**config.mk**
```make
export PLATFORM = sky130hd
export DESIGN_NAME = pipe_div_unwind
export DESIGN_NICKNAME = d
export VERILOG_FILES = /design/src/rtl/pipe_pkg.sv /design/src/rtl/pipe_div_unwind_step.sv /design/src/rtl/pipe_div_unwind.sv
export SDC_FILE = /design/constraint.sdc
export NUM_CORES = 1
export LEC_CHECK = 0
export ABC_AREA = 1
export ABC_CLOCK_PERIOD_IN_PS = 3100
export CORE_ASPECT_RATIO = 1.1
export CORE_MARGIN = 10
export CORE_UTILIZATION = 59
export CTS_CLUSTER_SIZE = 8
export DETAILED_ROUTE_END_ITERATION = 6
export GPL_ROUTABILITY_DRIVEN = 0
export HOLD_SLACK_MARGIN = 0.15
export PLACE_DENSITY = 0.86
export SLEW_MARGIN = 10
export SYNTH_ARGS = -nofsm -noshare
export SYNTH_HDL_FRONTEND = slang
export SYNTH_SLANG_ARGS = --single-unit
export TNS_END_PERCENT = 20
```
**constraint.sdc**
```tcl
create_clock -name clk -period 3.1 [get_ports clk]
set_input_delay 0.62 -clock clk [delete_from_list [all_inputs] [get_ports clk]]
set_output_delay 0.62 -clock clk [all_outputs]
set_load 0.01 [all_outputs]
```
**src/rtl/pipe_pkg.sv**
```systemverilog
// ============================================================================
// Module      : pipe_pkg
// Description : Shared width, state encoding and constants for the arithmetic
//               pipeline unwind divider.
// Revision    : 1.0 - initial release
// ============================================================================
`default_nettype none

package pipe_pkg;

  // Default pipeline word width
  localparam int PIPE_N = 10;

  // Divider control states
  typedef enum logic [1:0] {
    IDLE = 2'd0,
    BUSY = 2'd1,
    DONE = 2'd2
  } state_t;

  // Quotient reported for a divide by zero: all ones at the default width,
  // and the fill bit used to build it at any other width
  localparam logic              PIPE_DIVZ_FILL = 1'b1;
  localparam logic [PIPE_N-1:0] PIPE_DIVZ_Q    = {PIPE_N{PIPE_DIVZ_FILL}};

endpackage : pipe_pkg

`default_nettype wire

```
**src/rtl/pipe_div_unwind_step.sv**
```systemverilog
// ============================================================================
// Module      : pipe_div_step
// Description : One combinational restoring-division iteration. Shifts the
//               next dividend bit into the partial remainder, trial-subtracts
//               the divisor and keeps the difference when it does not borrow.
// Revision    : 1.0 - initial release
// ============================================================================
`default_nettype none

module pipe_div_step #(
  parameter int N = 10
) (
  input  logic [N-1:0] rem_i,      // current partial remainder (always < divisor)
  input  logic         dvd_msb_i,  // dividend bit being brought down
  input  logic [N-1:0] dsr_i,      // divisor
  output logic [N-1:0] rem_o,      // next partial remainder
  output logic         qbit_o      // quotient bit produced by this step
);

  logic [N:0] w_shift;
  logic [N:0] w_trial;
  logic       w_borrow;

  // Because rem_i < divisor, the shifted value is below 2*divisor, so the
  // trial magnitude is always under 2^N and bit N is exactly the borrow.
  always_comb begin
    w_shift  = {rem_i, dvd_msb_i};
    w_trial  = w_shift - {1'b0, dsr_i};
    w_borrow = w_trial[N];
    qbit_o   = ~w_borrow;
    rem_o    = w_borrow ? w_shift[N-1:0] : w_trial[N-1:0];
  end

endmodule : pipe_div_step

`default_nettype wire

```
**src/rtl/pipe_div_unwind.sv**
```systemverilog
// ============================================================================
// Module      : pipe_div_unwind
// Description : Iterative restoring divider (one quotient bit per clock) that
//               recovers q = f / d and r = f mod d from a pipeline product word
//               and its multiplier operand, with valid/ready on both sides.
//               Optional macro PIPE_DIV_FASTPATH_EN: resolve f < d in one clock.
// Revision    : 1.0 - initial release
// ============================================================================
`default_nettype none

module pipe_div_unwind
  import pipe_pkg::*;
#(
  parameter int N = PIPE_N
) (
  input  logic         clk,
  input  logic         rst_n,
  input  logic         in_valid,
  output logic         in_ready,
  input  logic [N-1:0] f,
  input  logic [N-1:0] d,
  output logic         out_valid,
  input  logic         out_ready,
  output logic [N-1:0] q,
  output logic [N-1:0] r,
  output logic         div_zero
);

  localparam int           CW       = $clog2(N + 1);
  localparam logic [N-1:0] C_DIVZ_Q = {N{PIPE_DIVZ_FILL}};

  state_t        state_q, state_d;
  logic [CW-1:0] cnt_q;
  logic [N-1:0]  rem_q;      // partial remainder
  logic [N-1:0]  dvd_q;      // dividend bits still to consume, quotient shifts in
  logic [N-1:0]  dsr_q;      // latched divisor
  logic [N-1:0]  q_q;
  logic [N-1:0]  r_q;
  logic          divz_q;
  logic          short_q;    // op resolves without iterating (d == 0 or fast path)
  logic          short_dz_q; // the short op is a divide by zero

  logic          w_accept;
  logic          w_last;
  logic          w_fast;
  logic [N-1:0]  w_rem_next;
  logic          w_qbit;

  assign w_accept = (state_q == IDLE) && in_valid;
  assign w_last   = (state_q == BUSY) && (cnt_q == CW'(1));

`ifdef PIPE_DIV_FASTPATH_EN
  assign w_fast = (f < d);
`else
  assign w_fast = 1'b0;
`endif

  pipe_div_step #(.N(N)) u_step (
    .rem_i     (rem_q),
    .dvd_msb_i (dvd_q[N-1]),
    .dsr_i     (dsr_q),
    .rem_o     (w_rem_next),
    .qbit_o    (w_qbit)
  );

  // State register
  always_ff @(posedge clk or negedge rst_n) begin
    if (!rst_n) begin
      state_q <= IDLE;
    end else begin
      state_q <= state_d;
    end
  end

  // Next-state and handshake outputs
  always_comb begin
    state_d   = state_q;
    in_ready  = 1'b0;
    out_valid = 1'b0;
    case (state_q)
      IDLE: begin
        in_ready = 1'b1;
        if (in_valid) state_d = BUSY;
      end
      BUSY: begin
        if (cnt_q == CW'(1)) state_d = DONE;
      end
      DONE: begin
        out_valid = 1'b1;
        if (out_ready) state_d = IDLE;
      end
      default: state_d = IDLE;
    endcase
  end

  // Operand capture, iteration and result load
  always_ff @(posedge clk or negedge rst_n) begin
    if (!rst_n) begin
      cnt_q      <= '0;
      rem_q      <= '0;
      dvd_q      <= '0;
      dsr_q      <= '0;
      q_q        <= '0;
      r_q        <= '0;
      divz_q     <= 1'b0;
      short_q    <= 1'b0;
      short_dz_q <= 1'b0;
    end else if (w_accept) begin
      dvd_q  <= f;
      dsr_q  <= d;
      rem_q  <= '0;
      divz_q <= 1'b0;
      if (d == '0) begin
        // Divide by zero: one clock, no iterations
        cnt_q      <= CW'(1);
        short_q    <= 1'b1;
        short_dz_q <= 1'b1;
      end else if (w_fast) begin
        cnt_q      <= CW'(1);
        short_q    <= 1'b1;
        short_dz_q <= 1'b0;
      end else begin
        cnt_q      <= CW'(N);
        short_q    <= 1'b0;
        short_dz_q <= 1'b0;
      end
    end else if (state_q == BUSY) begin
      cnt_q <= cnt_q - CW'(1);
      if (!short_q) begin
        rem_q <= w_rem_next;
        dvd_q <= {dvd_q[N-2:0], w_qbit};
      end
      if (w_last) begin
        if (short_q) begin
          // dvd_q still holds f untouched on the short path
          q_q    <= short_dz_q ? C_DIVZ_Q : '0;
          r_q    <= dvd_q;
          divz_q <= short_dz_q;
        end else begin
          q_q    <= {dvd_q[N-2:0], w_qbit};
          r_q    <= w_rem_next;
          divz_q <= 1'b0;
        end
      end
    end
  end

  assign q        = q_q;
  assign r        = r_q;
  assign div_zero = divz_q;

endmodule : pipe_div_unwind

`default_nettype wire

```
### Word level (Yosys, flattened, before mapping)

Index checks and enable logic that the tools add are counted.

* multiply operators: 0
* reduce and logical (&&, ||, !) cells: 10
* add/sub/neg operators: 2
* bitwise operators: 2
* shifts and indexed selects: 0
* order comparisons: 0
* mux-type cells: 23
* equality and inequality tests: 7
* div/mod/pow operators: 0

Operators with widths (number)
* $mux W10: 9
* $mux W4: 3
* $sub A11 B10 Y11: 1
* $logic_not A10 Y1: 1
* $mux W1: 7
* $mux W2: 3
* $ne A2 B2 Y1 const B: 3
* $pmux W2 S3: 1
* $reduce_and A3 Y1: 2
* $eq A4 B1 Y1 const B: 1
* $reduce_and A2 Y1: 2
* $reduce_bool A2 Y1: 2
* $sub A4 B1 Y4 const B: 1
* $eq A2 B1 Y1 const B: 1
* $eq A2 B2 Y1 const B: 1
* $logic_and A1 B1 Y1: 2
* $logic_not A2 Y1: 1
* $ne A2 B1 Y1 const B: 1
* $not A1 Y1: 2

* memory bits (writable): 0
* word-level logic and storage cells: 53
* bits of input ports: 24
* output and inout bits: 23
* latch bits: 0
* bits in registers: 58
* memories kept: 0
* ROM bits: 0

### Longest topological paths before layout

* depth in word-level cells: 5
* gate-level depth with buffers: 14
* mapped depth without buffers: 14

### Hierarchy

From an unflattened synthesis, not the netlist that was laid out.

* cell total of the unflattened synthesis: 450
* area total of the unflattened synthesis: 3338.2 µm²

Modules (own cells, without submodules)
* pipe_div_unwind: cells each 302, seq. area each 1451.4 µm², instances 1, area an instance 2596.2 µm²
* pipe_div_step: cells each 148, seq. area each 0.0 µm², instances 1, area an instance 742.0 µm²

### Worst setup path after synthesis

No wires, ideal clock.

* path type: register to register
* from: register dsr_q[0]
* to: register r_q[1] (netlist: r[1])
* cell stages (with the launch flop): 11
* data required time: 2.983 ns
* clock period less this slack: 1.778 ns
* library setup time: 0.117 ns
* path slack: 1.322 ns
* buffers on the path: 0
* data arrival time: 1.662 ns
* cells stage by stage: dfrtp_1 ha_1 fa_1 inv_1 nand3_2 nand4_1 nand2_2 nand2_1 nand3_1 nand2_1 nand2_1

* word-level cells in the longest chain between the ends: 3

RTL lines
* start: declaration: line pipe_div_unwind.sv:36 `logic [N-1:0] dsr_q;`
* start signal: assignment: line pipe_div_unwind.sv:102 `dsr_q <= '0;`
* start signal: assignment: line pipe_div_unwind.sv:110 `dsr_q <= d;`
* $sub A11 B10 Y11: line pipe_div_unwind_step.sv:28 `w_trial = w_shift - {1'b0, dsr_i};`
* $mux W10: line pipe_div_unwind_step.sv:31 `rem_o = w_borrow ? w_shift[N-1:0] : w_trial[N-1:0];`
* $mux W10: line pipe_div_unwind.sv:134 `if (short_q) begin`
* end signal: assignment: line pipe_div_unwind.sv:137 `r_q <= dvd_q;`
* end signal: assignment: line pipe_div_unwind.sv:141 `r_q <= w_rem_next;`
* end: declaration: line pipe_div_unwind.sv:38 `logic [N-1:0] r_q;`

Every way passes these cells.
A chain may end at the register's enable or synchronous reset.

### Final worst setup path

* from: register cnt_q[1]
* to: register q_q[0] (netlist: q[0])

* word-level cells in the longest chain between the ends: 3

RTL lines
* start: declaration: line pipe_div_unwind.sv:33 `logic [CW-1:0] cnt_q;`
* start signal: assignment: line pipe_div_unwind.sv:123 `cnt_q <= CW'(N);`
* start signal: assignment: line pipe_div_unwind.sv:128 `cnt_q <= cnt_q - CW'(1);`
* $eq A4 B1 Y1: line pipe_div_unwind.sv:50 `assign w_last = (state_q == BUSY) && (cnt_q == CW'(1));`
* $logic_and A1 B1 Y1: line pipe_div_unwind.sv:50
* $reduce_and A3 Y1 (no line)
* end signal: assignment: line pipe_div_unwind.sv:136 `q_q <= short_dz_q ? C_DIVZ_Q : '0;`
* end signal: assignment: line pipe_div_unwind.sv:140 `q_q <= {dvd_q[N-2:0], w_qbit};`
* end: declaration: line pipe_div_unwind.sv:37 `logic [N-1:0] q_q;`

Every way passes these cells.

==> summary.txt <==
Status
  – Status: complete, no violations

Setup path
  – Required @ worst endpoint: 3.32 ns
  – CP Launch Type: flop
  – Worst R2R End: q[0]$_DFFE_PN0P_
  – Worst r2r path cells: 9
  – Crit end category: flop
  – FF-to-FF setup slack: approximately 0.73 ns
  – R2R Path Start: cnt_q[1]$_DFFE_PN0P_
  – Max Fanout on Critical Path: 22
  – Crit path DAT: around 2.6 ns
  – WS Path Type: reg -> reg

Clocking
  – Setup bufs post-CTS: 0
  – Cts repair resizes: 0
  – Num CTS Buffers: 9
  – Number of hold buffers added after CTS: 0
  – CTS Buffer Depth: 2
  – Clock Latency Late Sink: ~0.34 ns
  – Clock sinks: 58
  – CTS H-tree depth: 3
  – Clock slew at reported path FFs: about 0.06 ns
  – CTS tree: done
  – Clk root buf: clkbuf_8

Placed design
  – Dpl hpwl: 5.897 mm
  – Port Buffers: 46

Timing
  – Clk_skew: between 0.01 and 0.015 ns
  – Peak Freq: ~420 MHz
  – Unrepaired setup endpoints after global routing: false
  – Slew HR: between 30% and 40%
  – Final worst path period need: roughly 2.4 ns
  – Final hold vios: 0
  – Fin. max-slew vios: 0
  – Final Setup Violations: 0
  – Worst Max-Slew Pin Slew: approximately 0.93 ns
  – Setup TNS: 0 ns
  – Fin crit share: roughly 77%

Drt
  – Total wire length: 7.957 mm
  – DR iter-0 viols: approximately 250
  – Number of vias per cell: around 5.4
  – Post-route DRC violation count: 0
  – Vias post-DR: 2951
  – ANT nets after route: 0
  – DR pass1 iterations: 6
  – Routed len/inst: 14.55 um

Finish
  – Commonest non-fill, non-tap cell in the layout: nand2_1
  – Share of cells above drive strength 1: under 10%
  – Layout area overhead: 22.28%
  – Diode count: 0
  – Most frequent cells in the layout: nand2_1 (140), dfrtp_1 (58), inv_1 (49)
  – Nets: about 510

Synthesis
  – Cell Area, Synth: ~3200 um2
  – Synth top area share: roughly 45%
  – Post-synth cell types: 33
  – Area share of and/or/nand/nor cells after synthesis: between 30% and 40%
  – Largest family of logic cells by synthesized area: simple AND/OR/NAND/NOR gates
  – Synth Area in Adders: under 10%
  – Part of the Yosys area used for sequential elements: between 40% and 50%
  – Synth area leaders: dfrtp_1 (45%), nand2_1 (16%), inv_1 (5.7%), nand3_1 (5.1%), ha_1 (4.6%)
  – Ys Warns: 0
  – Cells after Synth: ~420
  – Xor/xnor share of the synthesized area: under 10%
  – Post-Syn Area per Cell: 7.707 um2
  – Compound-gate portion of the synthesized area: ~9.9%
  – Dominant cell type by area after synthesis: dfrtp_1
  – Post-synthesis mux area share: 0%
  – Yosys reg bits: a little under 60
  – Post-Syn Nets: roughly 460

Job
  – # Max-Cap Violations: 0

Floorplanning
  – Die Y: around 100 um
  – Starting Density: around three fifths
  – Row cnt: 28
  – Ports: between 40 and 50
  – Chip Width: ~91 um
  – Die footprint: 8836 um2
  – Core area: ~5400 um2

GRT
  – First-pass GRT wire length: 13.76 mm
  – Vias in the first global route: around 3.0k
  – Grt ovf: 0
  – Largest net degree at the start of global routing: 44
  – Initial antenna violation count: 0
  – All-Layer GR Usage: roughly a fifth

Min path
  – HP Class: in -> async

Power and ir drop
  – PD cells: around 1300 nW/um2
  – Max VDD drop: 0.7944 mV
  – Lkg Pwr: approximately 2.1 nW
  – PnR Total Power: between 0.005 and 0.006 W
-- report_power, final --
part	internal [W]	switching [W]	total, W
clock	0.000406	0.000292	0.000698
sequential	0.00112	0.000202	0.00132
combinational	0.00117	0.00190	0.00307
total	0.00270	0.00239	0.00509
-- worst max-delay path by stage --
| stage | startpoint | end | slack, ns | cells after the start |
|---|---|---|---|---|
| 2_1_floorplan | dsr_q[0]$_DFFE_PN0P_ | r[1]$_DFFE_PN0P_ | 1.32 | 10 |
| 3_3_place_gp | cnt_q[1]$_DFFE_PN0P_ | q[0]$_DFFE_PN0P_ | 0.89 | 9 |
| 3_5_place_dp | cnt_q[1]$_DFFE_PN0P_ | q[0]$_DFFE_PN0P_ | 0.76 | 9 |
| 4_1_cts | cnt_q[1]$_DFFE_PN0P_ | q[0]$_DFFE_PN0P_ | 0.75 | 9 |
| 5_1_grt | cnt_q[1]$_DFFE_PN0P_ | q[0]$_DFFE_PN0P_ | 0.39 | 9 |
| 6_report | cnt_q[1]$_DFFE_PN0P_ | q[0]$_DFFE_PN0P_ | 0.73 | 9 |
-- layer usage --
layer  global-route usage [%]  routed length (um)  part of all wire (%)
met5                        0                   0                     0
met4                    9.681                 263                   3.3
met3                    5.487                 549                   6.9
met2                    30.82                3867                    49
met1                    21.80                3276                    41
-- cells in the mapped netlist (all sizes together) --
cell / number
o31ai: 1
o221ai: 8
nor3: 1
clkinv: 2
fa: 1
nand3: 35
clkbuf: 6
a21oi: 25
o22ai: 4
nand2: 156
inv: 52
or2: 1
xor2: 1
dfrtp: 58
o211ai: 2
o21ai: 13
buf: 4
nand4: 4
nor2: 28
xnor2: 3
nor4: 2
ha: 12
-- logic make-up (layout without fill, tap and decap cells) --
kind of cell	count (synthesis)	in the layout
compound gates	53	53
xor+xnor	4	4
simple gates	227	227
buf+inv	64	117
flops	58	58
fa+ha+maj	13	13
-- critical path: stages, from the launching register on --
cell and delay (ns):
dfrtp_1 0.37, inv_1 0.11, ha_1 0.16, nand3_1 0.12
nor2_2 0.41, inv_2 0.27, nor2_1 0.55, nand2_1 0.13
o21ai_0 0.09, inv_1 0.05
-- cell type report --
type,count,area [um2]
inverters,54,202.7
well taps,75,93.84
fillers,389,1411
flip-flops and latches,58,1451
multi-input cells,297,1530
clock buffers,12,155.1
repair buffers,49,478.0
clock inverters,2,37.54
-- metrics by stage --
| step | cells | instance area, um2 | hold WS (ns) | util, % | setup slack, ns |
|---|---|---|---|---|---|
| 6_report | 547 | 3949 | 0.4217 | 73.67 | 0.7254 |
| 5_1_grt | 547 | 3949 | 0.4752 | 73.67 | 0.3911 |
| 4_1_cts | 547 | 3949 | 0.4625 | 73.67 | 0.7510 |
| 3_5_place_dp | 533 | 3756 | 0.4687 | 70.07 | 0.7565 |
| 3_3_place_gp | 533 | 3756 | 0.4695 | 70.07 | 0.8887 |
| 2_1_floorplan | 419 | 3229 | 0.3244 | - | 1.322 |
-- flip-flops by register name (all words and copies together), names as in the netlist --
| signal | cells |
|---|---|
| dsr_q | 10 |
| dvd_q | 10 |
| q | 10 |
| r | 10 |
| rem_q | 10 |
| cnt_q | 4 |
| state_q | 2 |
| div_zero | 1 |
| short_dz_q | 1 |
No activity file was read; power rests on OpenSTA's default activity.
